`src/rtl/vector_text_parser_pkg.sv`:
```
// Shared types and constants for the ASCII bin/hex vector parser.
package vec_text_pkg;

  typedef enum logic [2:0] {
    ST_IDLE,
    ST_BIN,
    ST_HEX,
    ST_SKIP,
    ST_OUT
  } state_t;

  localparam logic [7:0] ASCII_LF    = 8'h0A;
  localparam logic [7:0] ASCII_CR    = 8'h0D;
  localparam logic [7:0] ASCII_SPACE = 8'h20;
  localparam logic [7:0] ASCII_US    = 8'h5F;
  localparam logic [7:0] ASCII_ZERO  = 8'h30;
  localparam logic [7:0] ASCII_ONE   = 8'h31;
  localparam logic [7:0] ASCII_NINE  = 8'h39;
  localparam logic [7:0] ASCII_LC_A  = 8'h61;
  localparam logic [7:0] ASCII_LC_B  = 8'h62;
  localparam logic [7:0] ASCII_LC_F  = 8'h66;
  localparam logic [7:0] ASCII_LC_H  = 8'h68;

  // Bits contributed by one digit: 4 for hex, 1 for binary.
  function automatic int unsigned digitBits(input logic isHex);
    return isHex ? 32'd4 : 32'd1;
  endfunction

endpackage

```
`src/rtl/vector_text_parser_if.sv`:
```
// Byte-in / vector-out valid-ready bundle of the vector text parser.
interface vector_text_parser_if #(
  parameter int WIDTH = 32
);
  logic [7:0]       in_data;
  logic             in_valid;
  logic             in_ready;
  logic [WIDTH-1:0] out_data;
  logic             out_is_hex;
  logic             out_ovf;
  logic             out_err;
  logic             out_valid;
  logic             out_ready;

  modport master (
    output in_data, in_valid, out_ready,
    input  in_ready, out_data, out_is_hex, out_ovf, out_err, out_valid
  );

  modport slave (
    input  in_data, in_valid, out_ready,
    output in_ready, out_data, out_is_hex, out_ovf, out_err, out_valid
  );
endinterface

```
`src/rtl/vector_text_parser_decode.sv`:
```
// Character classifier so the parser FSM never compares raw ASCII codes.
module ascii_digit_decode
  import vec_text_pkg::*;
(
  input  logic [7:0] i_char,
  input  logic       i_isHex,
  output logic [3:0] o_value,
  output logic       o_isDigit,
  output logic       o_isIgnore,
  output logic       o_isBlank,
  output logic       o_isNewline,
  output logic       o_isBinFmt,
  output logic       o_isHexFmt
);

  logic [7:0] w_lower;

  // Setting bit 5 folds upper-case letters onto lower-case ones.
  assign w_lower = i_char | 8'h20;

  // Digit value and validity depend on the format currently being parsed.
  always_comb begin
    o_value   = 4'd0;
    o_isDigit = 1'b0;
    if (i_char >= ASCII_ZERO && i_char <= ASCII_NINE) begin
      o_value   = i_char[3:0];
      o_isDigit = i_isHex || (i_char <= ASCII_ONE);
    end else if (i_isHex && w_lower >= ASCII_LC_A && w_lower <= ASCII_LC_F) begin
      o_value   = w_lower[3:0] + 4'd9;
      o_isDigit = 1'b1;
    end
  end

  assign o_isIgnore  = (i_char == ASCII_US) || (i_char == ASCII_CR);
  assign o_isBlank   = (i_char == ASCII_SPACE) || (i_char == ASCII_CR);
  assign o_isNewline = (i_char == ASCII_LF);
  assign o_isBinFmt  = (w_lower == ASCII_LC_B);
  assign o_isHexFmt  = (w_lower == ASCII_LC_H);

endmodule

```
`src/rtl/vector_text_parser.sv`:
```
// Reassembles one "b..."/"h..." text line into a WIDTH-bit vector.
module vector_text_parser
  import vec_text_pkg::*;
#(
  parameter int WIDTH = 32
) (
  input  logic                 clk,
  input  logic                 rst_n,
  vector_text_parser_if.slave  bus
);

  state_t           r_state, w_stateNext;
  logic [WIDTH-1:0] r_acc, w_accNext;
  logic             r_ovf, w_ovfNext;
  logic             r_isHex, w_isHexNext;
  logic             r_err, w_errNext;
  logic [7:0]       r_count, w_countNext;

  logic [WIDTH-1:0] r_outData, w_outDataNext;
  logic             r_outIsHex, w_outIsHexNext;
  logic             r_outOvf, w_outOvfNext;
  logic             r_outErr, w_outErrNext;
  logic             w_load;

  logic             w_accept;
  logic             w_inHex;
  logic [3:0]       w_value;
  logic             w_isDigit, w_isIgnore, w_isBlank, w_isNewline;
  logic             w_isBinFmt, w_isHexFmt;
  logic [WIDTH-1:0] w_shifted;
  logic [WIDTH-1:0] w_lost;

  assign w_inHex  = (r_state == ST_HEX);
  assign w_accept = bus.in_valid && bus.in_ready;

  ascii_digit_decode u_decode (
    .i_char      (bus.in_data),
    .i_isHex     (w_inHex),
    .o_value     (w_value),
    .o_isDigit   (w_isDigit),
    .o_isIgnore  (w_isIgnore),
    .o_isBlank   (w_isBlank),
    .o_isNewline (w_isNewline),
    .o_isBinFmt  (w_isBinFmt),
    .o_isHexFmt  (w_isHexFmt)
  );

  // The new digit enters at the LSB; whatever falls off the top is kept
  // aside so a nonzero loss can flag overflow while leading zeros cannot.
  assign w_shifted = (r_acc << digitBits(w_inHex)) | {{(WIDTH-4){1'b0}}, w_value};
  assign w_lost    = r_acc >> (WIDTH - digitBits(w_inHex));

  // Next-state, accumulator and result-capture decisions for each accepted character.
  always_comb begin
    w_stateNext    = r_state;
    w_accNext      = r_acc;
    w_ovfNext      = r_ovf;
    w_isHexNext    = r_isHex;
    w_errNext      = r_err;
    w_countNext    = r_count;
    w_load         = 1'b0;
    w_outDataNext  = r_outData;
    w_outIsHexNext = r_outIsHex;
    w_outOvfNext   = r_outOvf;
    w_outErrNext   = r_outErr;

    case (r_state)
      ST_IDLE: begin
        if (w_accept) begin
          if (w_isBinFmt || w_isHexFmt) begin
            w_stateNext = w_isHexFmt ? ST_HEX : ST_BIN;
            w_accNext   = '0;
            w_ovfNext   = 1'b0;
            w_isHexNext = w_isHexFmt;
            w_errNext   = 1'b0;
            w_countNext = 8'd0;
          end else if (!(w_isBlank || w_isNewline)) begin
            w_stateNext = ST_SKIP;
            w_isHexNext = 1'b0;
            w_errNext   = 1'b1;
          end
        end
      end

      ST_BIN, ST_HEX: begin
        if (w_accept) begin
          if (w_isNewline) begin
            w_stateNext    = ST_OUT;
            w_load         = 1'b1;
            w_outIsHexNext = w_inHex;
            if (r_count == 8'd0) begin
              w_outDataNext = '0;
              w_outOvfNext  = 1'b0;
              w_outErrNext  = 1'b1;
            end else begin
              w_outDataNext = r_acc;
              w_outOvfNext  = r_ovf;
              w_outErrNext  = 1'b0;
            end
          end else if (w_isDigit) begin
            w_accNext = w_shifted;
            w_ovfNext = r_ovf || (|w_lost);
            if (r_count != 8'hFF) begin
              w_countNext = r_count + 8'd1;
            end
          end else if (!w_isIgnore) begin
            w_stateNext = ST_SKIP;
            w_errNext   = 1'b1;
          end
        end
      end

      ST_SKIP: begin
        if (w_accept && w_isNewline) begin
          w_stateNext    = ST_OUT;
          w_load         = 1'b1;
          w_outDataNext  = '0;
          w_outIsHexNext = r_isHex;
          w_outOvfNext   = 1'b0;
          w_outErrNext   = 1'b1;
        end
      end

      ST_OUT: begin
        if (bus.out_ready) begin
          w_stateNext = ST_IDLE;
        end
      end

      default: begin
        w_stateNext = ST_IDLE;
      end
    endcase
  end

  // State, token bookkeeping and the result register; results change only on entry to OUT.
  always_ff @(posedge clk or negedge rst_n) begin
    if (!rst_n) begin
      r_state    <= ST_IDLE;
      r_acc      <= '0;
      r_ovf      <= 1'b0;
      r_isHex    <= 1'b0;
      r_err      <= 1'b0;
      r_count    <= 8'd0;
      r_outData  <= '0;
      r_outIsHex <= 1'b0;
      r_outOvf   <= 1'b0;
      r_outErr   <= 1'b0;
    end else begin
      r_state <= w_stateNext;
      r_acc   <= w_accNext;
      r_ovf   <= w_ovfNext;
      r_isHex <= w_isHexNext;
      r_err   <= w_errNext;
      r_count <= w_countNext;
      if (w_load) begin
        r_outData  <= w_outDataNext;
        r_outIsHex <= w_outIsHexNext;
        r_outOvf   <= w_outOvfNext;
        r_outErr   <= w_outErrNext;
      end
    end
  end

  assign bus.in_ready   = (r_state != ST_OUT);
  assign bus.out_valid  = (r_state == ST_OUT);
  assign bus.out_data   = r_outData;
  assign bus.out_is_hex = r_outIsHex;
  assign bus.out_ovf    = r_outOvf;
  assign bus.out_err    = r_outErr;

endmodule

```
`src/flat_wrapper.sv`:
```
// flat-port wrapper written by rule: the top's interface ports become plain ports
module vector_text_parser_flat import vec_text_pkg::*;
#(
  parameter int WIDTH = 32
)
  (clk, rst_n, bus_in_data, bus_in_valid, bus_out_ready, bus_in_ready, bus_out_data, bus_out_is_hex, bus_out_ovf, bus_out_err, bus_out_valid);
  vector_text_parser_if #(.WIDTH(WIDTH)) bus_i ();
  input  logic clk;
  input  logic rst_n;
  input wire logic [$bits(bus_i.in_data)-1:0] bus_in_data;
  input wire logic [$bits(bus_i.in_valid)-1:0] bus_in_valid;
  input wire logic [$bits(bus_i.out_ready)-1:0] bus_out_ready;
  output wire logic [$bits(bus_i.in_ready)-1:0] bus_in_ready;
  output wire logic [$bits(bus_i.out_data)-1:0] bus_out_data;
  output wire logic [$bits(bus_i.out_is_hex)-1:0] bus_out_is_hex;
  output wire logic [$bits(bus_i.out_ovf)-1:0] bus_out_ovf;
  output wire logic [$bits(bus_i.out_err)-1:0] bus_out_err;
  output wire logic [$bits(bus_i.out_valid)-1:0] bus_out_valid;
  assign bus_i.in_data = bus_in_data;
  assign bus_i.in_valid = bus_in_valid;
  assign bus_i.out_ready = bus_out_ready;
  assign bus_in_ready = bus_i.in_ready;
  assign bus_out_data = bus_i.out_data;
  assign bus_out_is_hex = bus_i.out_is_hex;
  assign bus_out_ovf = bus_i.out_ovf;
  assign bus_out_err = bus_i.out_err;
  assign bus_out_valid = bus_i.out_valid;
  vector_text_parser #(.WIDTH(WIDTH)) u_core (.clk(clk), .rst_n(rst_n), .bus(bus_i));
endmodule
```
`config.mk`:
```
export PLATFORM = sky130hd
export DESIGN_NAME = vector_text_parser_flat
export DESIGN_NICKNAME = d
export VERILOG_FILES = /design/src/rtl/vector_text_parser_pkg.sv /design/src/rtl/vector_text_parser_if.sv /design/src/rtl/vector_text_parser_decode.sv /design/src/rtl/vector_text_parser.sv /design/src/flat_wrapper.sv
export SDC_FILE = /design/constraint.sdc
export NUM_CORES = 1
export LEC_CHECK = 0
export BUFFER_PORTS_ARGS = -buffer_cell sky130_fd_sc_hd__buf_2
export CAP_MARGIN = 20
export CORE_ASPECT_RATIO = 1.2
export CORE_MARGIN = 2
export CORE_UTILIZATION = 56
export CTS_BUF_LIST = sky130_fd_sc_hd__clkbuf_8
export DETAILED_ROUTE_END_ITERATION = 8
export GPL_ROUTABILITY_DRIVEN = 0
export MAX_ROUTING_LAYER = met4
export PLACE_DENSITY = 0.77
export SLEW_MARGIN = 0
export SYNTH_ARGS = -nofsm -noshare
export SYNTH_HDL_FRONTEND = slang
export SYNTH_HIERARCHICAL = 1
export SYNTH_SLANG_ARGS = --single-unit
```
`constraint.sdc`:
```
create_clock -name clk -period 6.31 [get_ports clk]
set_input_delay 1.262 -clock clk [delete_from_list [all_inputs] [get_ports clk]]
set_output_delay 1.262 -clock clk [all_outputs]
set_load 0.02 [all_outputs]
```
==> impl_results.md, run 1 <==
- Mean Syn Cell Area: 10.73 µm²
- Fmax: roughly 250 MHz
- Main synth FF type: dfrtp_1
- Largest cells by area after synthesis: dfrtp_1, a22o_1, mux2i_1
- Fin Setup TNS: 0 ns
- Die Wd: approximately 82 µm
- Dominant cell type by area after synthesis: dfrtp_1
- Cell Area, Placed: 0.004330 mm²
- Synth-to-Final Area Change: 10.05%
- Critical path launch point type: primary input
- Buf/Inv on CP: 2
- Post-Syn Area: 0.004119 mm²
- Crit-path max cell delay: 0.72 ns
- Worst Hold Class: flip-flop to flip-flop
- Total routed wirelength: ~8400 µm
- Syn_nets: around 400
- Mapped Cells: between 300 and 400
- Antenna cells: 0
- Leakage power: 2.175 nW
- Hold Fails Final Rpt: 0
- Clk buf depth: 2
- Non-Filler Instances: 514
- Unrepaired setup endpoints after global routing: false
- Max-cap violation count: 0
- FF+latch count, synth: 80
- Top cells by count, synth: dfrtp_1, nand2_1, a22o_1
- Cell variety after synth: 60
- Resize count post-CTS: 0
- Worst setup EP type: flip-flop
- Setup CP Type: primary input to flip-flop
- Initial DRC count: around 220
- Critical Path Slowest Stage Cell: o21ai_4
- Largest net degree at the start of global routing: just over 80
- Slew headroom: 41.66%
- Nets: 437
- Syn. warnings: 6
- Initial antenna violation count: 0
- Clock Skew: ~0.0079 ns
- Vias in the first global route: 2932
- First-pass GRT wire length: 14300 µm
- Die ar.: just over 0.008 mm²
- Endpoints failing setup: 0
- Global Route Usage Sum: 23.27%
- Core box area: 0.007189 mm²
- Rows: 34
- Total power: 1.291 mW
- Total gr overflow: 0
- Worst slew pin tran: 0.8719 ns
- ANT nets after route: 0
- Fin Hold WS: 0.4788 ns
- Number of vias per cell: 6.002
- Ports: 49
- Crit path time final: slightly below 4 ns
- Status: finished clean
- Vias: 3085
- Critical path, cell by cell: buf_2, or3_2, nor3_1, nand2b_1, nor2_2, o21ai_4, buf_4, nand2_1, o31ai_2
- Post-CTS Setup Repair Bufs: 0
- Total CTS buffers: 9
- PwrDens: 284.7 mW/mm²
- Die span in y: 97.95 µm
- Critical Path RT: 6.57 ns
- Port Buffers: 48
- Clock-pin slew on the worst setup and hold paths: around 0.080 ns
- Sequential fraction of the synthesis area: ~50%
- First-pass iteration count of the detailed router: 4
- Starting Density: around 57%
- Worst skew pair latency: 0.35 ns
- # DRC: 0
- Htree depth: 3
- Clk sinks: 80
- Sequential cell area: 0.002002 mm²
- Ys async rst share: 100.0%
- HPWL Detailed: 5548 µm
- Delay-heaviest family, CP: simple AND/OR/NAND/NOR gates
- Post-Layout Inst Area: approximately 0.0045 mm²
- Crit-path max FO: 37
- Arrival time at the worst endpoint: about 4.2 ns
- Fraction of layout cells with a size suffix above 1: 21.70%
- Footprint of the multi-input gates: 0.001886 mm²
- VDD IR-drop max: 0.2367 mV
- Routed len/inst: 16.39 µm
- Most common cell in the synthesized netlist: dfrtp_1
- Post-synth EDFFs: 0
- Clock root cell: clkbuf_8
- Fin. max-slew vios: 0
- # fillers: 615
- Placed insts: 497
- Yosys top cell area share: 48.60%
- CTS tree: yes
- Final period utilization: 62.64%
- CTS hold repair buffers: 0
## layout make-up
cell class / count / area share (%)
clock inverter: 6 / 0.8280
inverter: 13 / 1.104
sequential: 80 / 44.16
tap: 90 / 2.484
multi-input combinational: 261 / 41.60
timing repair buffer: 54 / 6.790
clock buffer: 10 / 3.036
## power breakdown
| part | total, mW | switching [mW] | internal, mW |
|---|---|---|---|
| Sequential | 0.600 | 0.0567 | 0.544 |
| Combinational | 0.354 | 0.227 | 0.127 |
| Clock | 0.336 | 0.185 | 0.152 |
| Total | 1.29 | 0.469 | 0.822 |
## cell usage in the layout, fill, tap and decap left out, types with 3 or more instances in the layout
cell	count
a211oi_1	3
a21oi_1	9
a22o_1	33
a32o_1	4
buf_2	47
buf_4	6
clkbuf_8	10
dfrtp_1	80
ha_1	6
inv_1	14
mux2i_1	28
nand2_1	43
nand2b_1	7
nand3_1	6
nand3b_1	3
nor2_1	13
nor3_1	6
nor3b_1	4
nor4_1	4
o211ai_1	3
o21ai_0	11
o21ai_1	7
o31ai_1	22
o31ai_2	9
or3_1	3
or4_1	3
## worst register-to-register path, cell delays in order, from the launching register on
cell,delay (ns)
dfrtp_1,0.65
or3b_1,0.19
buf_4,0.34
clkinv_2,0.36
nand2b_1,0.22
nor3_2,0.08
a22o_2,0.27
nand2b_1,0.17
nor2_2,0.10
o21ai_4,0.72
buf_4,0.41
nand2_1,0.11
o31ai_2,0.07
## per-layer routing
layer	GRT usage, %	routed length, µm	vias to the layer above
met4	7.308	101	0
met1	30.65	3931	1535
met5	-	0	-
met2	36.10	4119	52
li1	-	-	1491
met3	4.529	275	7
## stage by stage
stage | worst slack, ns | util [%]
after floorplan | 3.260 | -
after global placement | 2.115 | 60.23
after detailed placement | 2.010 | 60.23
after CTS | 2.367 | 62.67
after global routing | 2.089 | 63.05
final | 2.357 | 63.05
## flip-flops by register name, indices dropped and copies added, names as in the netlist
name and flops:
u_core/bus.out_data 32, u_core/bus.out_err 1, u_core/bus.out_is_hex 1, u_core/bus.out_ovf 1, u_core/r_acc 32, u_core/r_count 8
u_core/r_isHex 1, u_core/r_ovf 1, u_core/r_state 3
## worst paths after layout
| kind | start | endpoint | slack [ns] | cells past startpoint |
|---|---|---|---|---|
| max in group asynchronous | rst_n | u_core/r_count[5] | 5.02 | 2 |
| max reg2reg | u_core/r_state[0] | u_core/r_acc[18] | 2.52 | 12 |
| min | u_core/bus.out_is_hex | u_core/bus.out_is_hex | 0.48 | 2 |
| max | bus_in_data[7] | u_core/r_acc[18] | 2.36 | 9 |
| min in group asynchronous | rst_n | u_core/bus.out_err | 0.73 | 1 |
| min reg2reg | u_core/bus.out_is_hex | u_core/bus.out_is_hex | 0.48 | 2 |
## kinds of logic after synthesis
kind of cell               after synthesis  synth area share (%)
buffers and inverters                   43                 5.802
xor gates and xnor gates                 1                0.2127
AOI/OAI and AO/OA                      117                 22.90
and+or+nand+nor                        108                 13.58
adders and majority gates                6                 1.823
DFF                                     80                 48.60
muxes                                   29                 7.078
No activity file was read; power rests on OpenSTA's default activity.
==> run 2: changes to the inputs <==
--- a/config.mk
+++ b/config.mk
@@ -5,16 +5,17 @@
 export SDC_FILE = /design/constraint.sdc
 export NUM_CORES = 1
 export LEC_CHECK = 0
+export ABC_AREA = 1
 export BUFFER_PORTS_ARGS = -buffer_cell sky130_fd_sc_hd__buf_2
 export CAP_MARGIN = 20
 export CORE_ASPECT_RATIO = 1.2
 export CORE_MARGIN = 2
-export CORE_UTILIZATION = 56
+export CORE_UTILIZATION = 55
 export CTS_BUF_LIST = sky130_fd_sc_hd__clkbuf_8
 export DETAILED_ROUTE_END_ITERATION = 8
 export GPL_ROUTABILITY_DRIVEN = 0
 export MAX_ROUTING_LAYER = met4
-export PLACE_DENSITY = 0.77
+export PLACE_DENSITY = 0.79
 export SLEW_MARGIN = 0
 export SYNTH_ARGS = -nofsm -noshare
 export SYNTH_HDL_FRONTEND = slang
==> constraint.sdc (replaced) <==
create_clock -name clk -period 3.5 [get_ports clk]
set_input_delay 0.7 -clock clk [delete_from_list [all_inputs] [get_ports clk]]
set_output_delay 0.7 -clock clk [all_outputs]
set_load 0.02 [all_outputs]
==> run 2 against run 1 <==
  * Total power increased to 2.6 times the previous value
  * Register-to-register slack got worse by 1.5 ns
  * First-iteration DRC count decreased by 5.4%
  * Non-clock buffer count decreased by 1
  * Setup slack got worse by 1.3 ns
  * Sequential share of layout area decreased by 2.8 points
  * Sequential cell count unchanged
  * Count of clock-buffer cells in the layout increased by 1
  * Combinational power increased to 3.9 times the previous value
  * Cell area increased by 6.7%
  * Critical path depth increased by 6
  * Critical path type is now flip-flop to flip-flop
==> impl_results.md, run 2 <==
- Port Buffers: 48 (unchanged)
- Number of vias per cell: 5.140 (-14%)
- Arrival time at the worst endpoint: 2.78 ns (-1.43 ns)
- Clk buf depth: 2 (unchanged)
- Vias: 3824 (+24%)
- Post-synth EDFFs: 0 (unchanged)
- CTS tree: yes
- Nets: 666 (+52%)
- Critical Path RT: 3.79 ns (-2.78 ns)
- Max-cap violation count: 0 (unchanged)
- Rows: 35 (+2.9%)
- # DRC: 0 (unchanged)
- Htree depth: 3 (unchanged)
- Leakage power: 2.751 nW (+26%)
- ANT nets after route: 0 (unchanged)
- Dominant cell type by area after synthesis: dfrtp_1
- # fillers: 692 (+13%)
- Ports: 49 (unchanged)
- Clk sinks: 80 (unchanged)
- Worst slew pin tran: 0.6720 ns (-0.1999 ns)
- First-pass iteration count of the detailed router: 4 (unchanged)
- Hold Fails Final Rpt: 0 (unchanged)
- Final period utilization: 71.02%
- Total CTS buffers: 9 (unchanged)
- Fmax: 402.3 MHz
- Fin Hold WS: 0.2179 ns (-0.2609 ns)
- Post-CTS Setup Repair Bufs: 0 (unchanged)
- Post-Syn Area: 0.004392 mm² (+6.6%)
- Most frequent cells in the layout: nand2_1, dfrtp_1, inv_1
- Endpoints failing setup: 0 (unchanged)
- Most common cell in the synthesized netlist: nand2_1
- Die Wd: 85.57 µm (+4.0%)
- Core box area: 0.007707 mm² (+7.2%)
- Fin. max-slew vios: 0 (unchanged)
- Main synth FF type: dfrtp_1
- Mapped Cells: 608 (+58%)
- FF+latch count, synth: 80 (unchanged)
- Die span in y: 101.9 µm (+4.0%)
- R2R setup slack: 1.01 ns (-1.51 ns)
- Resize count post-CTS: 0 (unchanged)
- Clock-pin slew on the worst setup and hold paths: 0.08 ns (about the same)
- Worst Hold Class: primary input to asynchronous set/reset pin
- Setup CP Type: flip-flop to flip-flop
- Clock root cell: clkbuf_8
- CTS hold repair buffers: 0 (unchanged)
- Fraction of layout cells with a size suffix above 1: 13.65% (-8.0 points)
- Total routed wirelength: 8993 µm (+6.7%)
- Syn. warnings: 6 (unchanged)
- Yosys top cell area share: 45.58% (-3.0 points)
- Vias in the first global route: 3617 (+23%)
- Antenna cells: 0 (unchanged)
- Worst skew pair latency: 0.35 ns (about the same)
- Top cells by count, synth: nand2_1, dfrtp_1, inv_1
- Status: finished clean
- First-pass GRT wire length: 15690 µm (+9.8%)
- Global Route Usage Sum: 23.18% (-0.087 points)
- Cell variety after synth: 31 (-48%)
- Die ar.: 0.008718 mm² (+8.2%)
- Synth-to-Final Area Change: 10.09% (about the same)
- Slew headroom: 55.09% (+13 points)
- Largest cells by area after synthesis: dfrtp_1, nand2_1, inv_1
- VDD IR-drop max: 0.3662 mV (+55%)
- Mean Syn Cell Area: 7.223 µm² (-33%)
- Total gr overflow: 0 (unchanged)
- Ys async rst share: 100.0% (unchanged)
- Worst setup EP type: flip-flop
- Initial antenna violation count: 0 (unchanged)
- HPWL Detailed: 6212 µm (+12%)
- Unrepaired setup endpoints after global routing: false
- Syn_nets: 626 (+56%)
- Crit path time final: 2.486 ns
- Initial DRC count: 210 (-5.4%)
- Fin Setup TNS: 0 ns (unchanged)
- Routed len/inst: 12.09 µm (-26%)
- Clock Skew: 0.009463 ns (+0.001577 ns)
- Sequential fraction of the synthesis area: 45.58% (-3.0 points)
- Critical path launch point type: flip-flop
- Largest net degree at the start of global routing: 81 (unchanged)
- Starting Density: 56.98% (-0.31 points)
- Crit-path max FO: 29 (-22%)
- Most common cell after layout, fill and taps aside: nand2_1
- PwrDens: 687.0 mW/mm² (+140%)
## run 2: cell types whose count changed in the layout (fill, tap and decap cells not counted), moves of 4 or more
cell,previous run,this run
o21ai_1,7,0
nor2_1,13,23
nand2_4,0,4
inv_1,14,66
o31ai_1,22,1
nand2_1,43,272
o31ai_2,9,0
a21oi_1,9,36
nand2b_1,7,0
nand3_1,6,25
o21ai_0,11,35
a22o_1,33,0
a32o_1,4,0
mux2i_1,28,0
## run 2: layer usage
layer	routed length (µm)	up-vias	part of all wire [%]	global-route usage, %
met2	4536	83	50	37.32
met5	0	-	0	-
met3	345	22	3.8	3.312
met1	3870	1767	43	28.01
met4	240	0	2.7	13.31
li1	-	1952	-	-
## run 2: final cells by class
type / instances / area, µm² / area share [%]
clock buffers: 11 / 151.4 / 3.131
clock inverters: 4 / 21.27 / 0.4400
inverters: 68 / 255.2 / 5.280
multi-input cells: 436 / 1989 / 41.15
flip-flops and latches: 80 / 2002 / 41.41
well taps: 92 / 115.1 / 2.381
repair buffers: 53 / 300.3 / 6.211
## run 2: final timing paths
kind                                          from                       to  cells after the start
setup / recovery                 u_core/r_state[2]         u_core/r_acc[17]                     15
max in group asynchronous                    rst_n          u_core/r_acc[4]                      2
min in group clk           u_core/bus.out_data[19]  u_core/bus.out_data[19]                      2
hold / removal                               rst_n  u_core/bus.out_data[24]                      1
hold reg to reg            u_core/bus.out_data[19]  u_core/bus.out_data[19]                      2
setup reg to reg                 u_core/r_state[2]         u_core/r_acc[17]                     15
## run 2: logic make-up after synthesis
kind of cell    count (synthesis)  share of synthesized area [%]
simple gates                  356                          34.96
buf+inv                        92                          9.116
flops                          80                          45.58
compound gates                 73                          8.433
fa+ha+maj                       6                          1.709
xor+xnor                        1                         0.1995
## run 2: critical path, cell delays in order (launching register included)
cell and delay, ns:
dfrtp_1 0.41, inv_2 0.21, nand3_1 0.16, inv_1 0.12, inv_1 0.07, nor2_1 0.09, nand2_1 0.07, nor2_2 0.14
nand2_1 0.11, nand2_1 0.10, nand2_1 0.07, nand2_1 0.08, nand2_2 0.08, nor2_4 0.52, nand2_1 0.12, nand2_1 0.09
## run 2: metrics by stage
step	setup WS [ns]	instances	util, %	area [µm²]	power, mW
after floorplan	1.307	608	-	4392	2.488
after global placement	0.7928	728	60.13	4634	2.693
after detailed placement	0.7406	728	60.13	4634	2.737
after CTS	1.001	743	62.37	4807	3.347
after global routing	0.6858	744	62.73	4835	3.629
final	1.014	744	62.73	4835	3.322
## run 2: power breakdown
part / switching [mW] / internal (mW) / total (mW)
clock network: 0.314 / 0.289 / 0.603
registers: 0.214 / 1.12 / 1.34
logic: 0.936 / 0.447 / 1.38
